File: src/rtl/instr_memory_loader_if.sv
// Program-load and fetch signals between a loader master and instr_memory_loader.
interface instr_memory_loader_if;
    logic       load_start;
    logic       load_valid;
    logic [7:0] load_data;
    logic       load_last;
    logic       load_ready;
    logic [7:0] pc;
    logic [7:0] instruction;
    logic       cpu_hold;
    logic [8:0] prog_len;
    logic       load_err;

    modport master (
        output load_start, load_valid, load_data, load_last, pc,
        input  load_ready, instruction, cpu_hold, prog_len, load_err
    );

    modport slave (
        input  load_start, load_valid, load_data, load_last, pc,
        output load_ready, instruction, cpu_hold, prog_len, load_err
    );
endinterface

File: src/rtl/instr_memory_loader.sv
// 256x8 instruction store: streams a program in, then serves zero-latency fetches.
// Optional macro CHECKSUM_EN: final beat is a checksum byte, mismatch lands in an error state.
module instr_memory_loader (
    input logic                   clk,
    input logic                   reset,
    instr_memory_loader_if.slave  bus
);

`ifdef CHECKSUM_EN
    typedef enum logic [1:0] {StIdle, StLoad, StRun, StError} state_t;
`else
    typedef enum logic [1:0] {StIdle, StLoad, StRun} state_t;
`endif

    state_t     state_q;
    logic [7:0] addr_q;
    logic [8:0] prog_len_q;
    logic [7:0] mem [256];
    logic       accept;
    logic       store;

`ifdef CHECKSUM_EN
    logic [7:0] sum_q;
    logic [7:0] check_total;
    logic       load_err_q;
`endif

    // load_start pre-empts any beat offered in the same cycle
    always_comb begin
        accept = bus.load_valid && (state_q == StLoad) && !bus.load_start;
`ifdef CHECKSUM_EN
        store       = accept && !bus.load_last;
        check_total = sum_q + bus.load_data;
`else
        store       = accept;
`endif
    end

    always_ff @(posedge clk or posedge reset) begin
        if (reset) begin
            state_q    <= StIdle;
            addr_q     <= 8'h00;
            prog_len_q <= 9'd0;
`ifdef CHECKSUM_EN
            sum_q      <= 8'h00;
            load_err_q <= 1'b0;
`endif
        end else if (bus.load_start) begin
            state_q    <= StLoad;
            addr_q     <= 8'h00;
            prog_len_q <= 9'd0;
`ifdef CHECKSUM_EN
            sum_q      <= 8'h00;
            load_err_q <= 1'b0;
`endif
        end else if (accept) begin
`ifdef CHECKSUM_EN
            if (bus.load_last) begin
                if (check_total == 8'h00) begin
                    state_q <= StRun;
                end else begin
                    state_q    <= StError;
                    load_err_q <= 1'b1;
                end
            end else begin
                addr_q     <= addr_q + 8'd1;
                prog_len_q <= prog_len_q + 9'd1;
                sum_q      <= check_total;
                // a full memory ends the load without a checksum
                if (prog_len_q == 9'd255) begin
                    state_q <= StRun;
                end
            end
`else
            addr_q     <= addr_q + 8'd1;
            prog_len_q <= prog_len_q + 9'd1;
            // a full memory ends the load, so the wrapped addr is never written
            if (bus.load_last || (prog_len_q == 9'd255)) begin
                state_q <= StRun;
            end
`endif
        end
    end

    // Contents survive reset; prog_len alone decides what is readable
    always_ff @(posedge clk) begin
        if (store) begin
            mem[addr_q] <= bus.load_data;
        end
    end

    always_comb begin
        bus.instruction = 8'h00;
        if ((state_q == StRun) && ({1'b0, bus.pc} < prog_len_q)) begin
            bus.instruction = mem[bus.pc];
        end
    end

    assign bus.load_ready = (state_q == StLoad);
    assign bus.cpu_hold   = (state_q != StRun);
    assign bus.prog_len   = prog_len_q;
`ifdef CHECKSUM_EN
    assign bus.load_err   = load_err_q;
`else
    assign bus.load_err   = 1'b0;
`endif

endmodule

File: src/flat_wrapper.sv
// flat-port wrapper written by rule: the top's interface ports become plain ports
module instr_memory_loader_flat 
  (clk, reset, bus_load_start, bus_load_valid, bus_load_data, bus_load_last, bus_pc, bus_load_ready, bus_instruction, bus_cpu_hold, bus_prog_len, bus_load_err);
  instr_memory_loader_if bus_i ();
  input logic clk;
  input logic reset;
  input wire logic [$bits(bus_i.load_start)-1:0] bus_load_start;
  input wire logic [$bits(bus_i.load_valid)-1:0] bus_load_valid;
  input wire logic [$bits(bus_i.load_data)-1:0] bus_load_data;
  input wire logic [$bits(bus_i.load_last)-1:0] bus_load_last;
  input wire logic [$bits(bus_i.pc)-1:0] bus_pc;
  output wire logic [$bits(bus_i.load_ready)-1:0] bus_load_ready;
  output wire logic [$bits(bus_i.instruction)-1:0] bus_instruction;
  output wire logic [$bits(bus_i.cpu_hold)-1:0] bus_cpu_hold;
  output wire logic [$bits(bus_i.prog_len)-1:0] bus_prog_len;
  output wire logic [$bits(bus_i.load_err)-1:0] bus_load_err;
  assign bus_i.load_start = bus_load_start;
  assign bus_i.load_valid = bus_load_valid;
  assign bus_i.load_data = bus_load_data;
  assign bus_i.load_last = bus_load_last;
  assign bus_i.pc = bus_pc;
  assign bus_load_ready = bus_i.load_ready;
  assign bus_instruction = bus_i.instruction;
  assign bus_cpu_hold = bus_i.cpu_hold;
  assign bus_prog_len = bus_i.prog_len;
  assign bus_load_err = bus_i.load_err;
  instr_memory_loader u_core (.clk(clk), .reset(reset), .bus(bus_i));
endmodule
File: config.mk
export PLATFORM = sky130hd
export DESIGN_NAME = instr_memory_loader_flat
export DESIGN_NICKNAME = d
export VERILOG_FILES = /design/src/rtl/instr_memory_loader_if.sv /design/src/rtl/instr_memory_loader.sv /design/src/flat_wrapper.sv
export SDC_FILE = /design/constraint.sdc
export NUM_CORES = 2
export LEC_CHECK = 0
export ABC_CLOCK_PERIOD_IN_PS = 2800
export BUFFER_PORTS_ARGS = -buffer_cell sky130_fd_sc_hd__buf_2
export CORE_UTILIZATION = 57
export DETAILED_ROUTE_END_ITERATION = 8
export PLACE_DENSITY = 0.76
export SKIP_LAST_GASP = 1
export SYNTH_ARGS = -nofsm -noshare
export SYNTH_HDL_FRONTEND = slang
export SYNTH_SLANG_ARGS = --single-unit
File: constraint.sdc
create_clock -name clk -period 2.8 [get_ports clk]
set_input_delay 0.42 -clock clk [delete_from_list [all_inputs] [get_ports clk]]
set_output_delay 0.42 -clock clk [all_outputs]
set_load 0.02 [all_outputs]
==> out/summary.txt <==
critical path depth = 11
most frequent cells after synthesis = 2,048 x edfxtp_1, 351 x mux4_2, 334 x mux2i_1, 306 x nor2_1, 121 x a221oi_1
Die W = 381 um
worst hold path class = in -> reg
syn avg cell area = 20.0 um2
Final Cycle Share = 1.54
crit-path max FO = 7
post-layout utilization of the core = 0.682
Critical Path AT = 3.88 ns
f_max = 233 MHz
wire per inst = 32.1 um
worst-path cell with the longest stage delay = dfrtp_2
total power draw = 64,200 uW
H-tree depth = 4
Pins Over Slew Limit = 0
RSZ-0062 raised after global routing = yes
Clock Latency Late Sink = 0.84 ns
Post-Layout Cell Count = 6,992
P&R area growth vs syn = 18.6%
# rows = 138
total track usage = 0.308
placer congestion estimate = 0.942
YS warnings = 0
mapped cell area = 0.0817 mm2
top cells by area, synth = edfxtp_1 75%, mux4_2 9.7%, mux2i_1 4.1%, nor2_1 1.4%, a221oi_1 1.3%
Synth Net Count = 4,116
clock sinks = 2,067
largest net degree at the start of global routing = 105
Post-Syn Instances = 4,082
CTS buffer count = 199
CP startpoint kind = register
Worst Reg-to-Reg Cells = 10
number of synthesized flops with an enable pin = 2,048
DRT Pass-1 Iters = 6
Top-Level Pins = 41
Port-buffer cells = 39
critical path class = reg -> out
clk root buf = clkbuf_16
cells along the critical path = inv_4 > ha_4 > a21o_1 > a2111oi_4 > o31ai_4 > buf_12 > a211o_4 > a31oi_4 > nand4_1 > nand4_1 > buf_4
slew margin rel. = 0.360
status = finished with violations
most used cell, CP = nand4_1
initial antenna violation count = 3
core area = 0.142 mm2
Detailed Route Iter0 Violations = 7,176
Setup Skew = 0.0306 ns
Reg clk slew, reported paths = 0.06 ns
layout cell share with drive strength beyond 1 = 0.311
Cells on Worst Hold Path = 4
DIE HEIGHT = 381 um
Tmin final = 4.30 ns
worst vdd ir = 0.635 mV
share of the synthesized area in the top cell type = 0.753
Synth cell types = 77
pre-CTS setup slack = -1.46 ns
first-pass GRT wire length = 319 mm
setup TNS = -10.94 ns
DRT antenna net count = 0
Setup violations, final = 8
Starting Density = 0.575
Worst Path Required = 2.38 ns
Worst Path Buf+Inv = 3
setup ws final = -1.50 ns
ys flop type = edfxtp_1
CTS tree = built
Yosys reg bits = 2,067
hpwl dp = 143 mm
Leakage = 0.0326 uW
via/cell ratio = 6.66
final net count = 4,965
Die ar. = 0.145 mm2
register area share after synthesis = 0.759
most numerous cell in the Yosys netlist = edfxtp_1
crit path capture type = output pin
vias in the first global route = 46.1k
largest area contributor in the netlist = edfxtp_1
CTS max path bufs = 3
global route overflow = 0
max cap viols = 0
Top Family by Delay on Critical Path = compound AO/OA/AOI/OAI gates
final WL = 225 mm
failing checks = setup timing
worst slew pin tran = 0.956 ns
Hold Fails Final Rpt = 0
Vias = 46.6k
Largest stage delay, worst path = 0.43 ns
drc violations = 0
fraction of registers with async set/reset = 0.00919
placed cell count = 6,597
PD cells = 663 mW/mm2
## layout by cell type, fill, tap and decap left out, drive strengths merged, types with 9 or more instances in the layout
cell type,Yosys,routed
a22oi,32,32
nand3,31,31
buf,142,891
clkinv,0,87
a221oi,123,123
o211ai,15,15
o32ai,9,9
nand2,82,82
a221o,32,32
a21oi,60,60
edfxtp,2048,2048
dfrtp,19,19
nor2b,16,16
nor3,48,48
clkbuf,111,260
a211oi,24,24
inv,16,21
o21ai,77,77
nand4,14,14
o31ai,16,16
a31oi,16,16
mux2i,334,334
o22ai,17,17
nand2b,17,17
mux4,367,367
ha,13,13
nor2,308,308
bufinv,0,18
## routing by layer
layer	vias to the layer above	wire length, um	global-route usage	part of all wire
met5	-	7	0	0.000031
met4	2	10800	0.139	0.048
met3	632	27400	0.0787	0.12
met2	3436	107000	0.482	0.47
met1	23900	79800	0.410	0.36
li1	18600	-	-	-
## final cells by class
cell class / instances / area (um2)
flip-flops and latches: 2067 / 62000
multi-input cells: 1745 / 18100
diodes: 6 / 15.0
fillers: 8446 / 45100
well taps: 1890 / 2360
clock buffers: 252 / 5200
repair buffers: 902 / 8000
inverters: 16 / 66.3
clock inverters: 114 / 1110
## worst min-delay path: cells and delay by family
family | cells | cell delay, ns
AOI/OAI and AO/OA | 1 | 0.06
buffers and inverters | 1 | 0.09
and+or+nand+nor | 2 | 0.23
## path summary, 6_finish.rpt
| path | start | endpoint | slack [ns] |
|---|---|---|---|
| setup / recovery | u_core.bus.prog_len[5]$_DFFE_PP0P_ | bus_instruction[3] | -1.50 |
| hold / removal | bus_load_valid | u_core.bus.prog_len[1]$_DFFE_PP0P_ | 0.01 |
| setup reg to reg | u_core.state_q[1]$_DFFE_PP0P_ | u_core.mem[101][0]$_DFFE_PP_ | 0.04 |
| hold reg to reg | u_core.state_q[0]$_DFFE_PP0P_ | u_core.state_q[0]$_DFFE_PP0P_ | 0.58 |
| max in group asynchronous | reset | u_core.bus.prog_len[5]$_DFFE_PP0P_ | 1.89 |
| min in group asynchronous | reset | u_core.bus.prog_len[6]$_DFFE_PP0P_ | 0.32 |
## per-stage QoR
step                hold slack (ns)  instance area (um2)
finish                       0.0142                96800
global route                 0.0129                96800
CTS                          0.0160                96600
detailed placement            0.564                90000
global placement              0.542                90000
floorplan                     0.371                81900
## state kept, by name (all words and copies together) (netlist names)
name,flops
u_core.state_q,2
u_core.mem,2048
u_core.bus.prog_len,9
u_core.addr_q,8
## cell families (layout without fill, tap and decap cells)
family          count (synthesis)  in the layout  synth area share
mux                           702            702             0.143
xor+xnor                       12             12           0.00129
other cells                     1              7         0.0000459
simple gates                  549            549            0.0293
buf+inv                       270           1284            0.0230
flops                        2067           2067             0.759
compound gates                468            468            0.0425
fa+ha+maj                      13             13           0.00199
## where the power goes
group / internal (uW) / switching (uW) / total [uW]
combinational: 1550 / 2420 / 3970
sequential: 34000 / 16.9 / 34000
clock: 14800 / 11400 / 26200
## timing repair
item                                   4_1_cts  5_1_grt
pin swaps                                   15       25
setup buffers                                7       13
setup endpoints to repair                   38      321
hold buffers                                 3        0
endpoints found under the hold margin       28        0
resized for setup                           30       36
No activity file was read; power rests on OpenSTA's default activity.
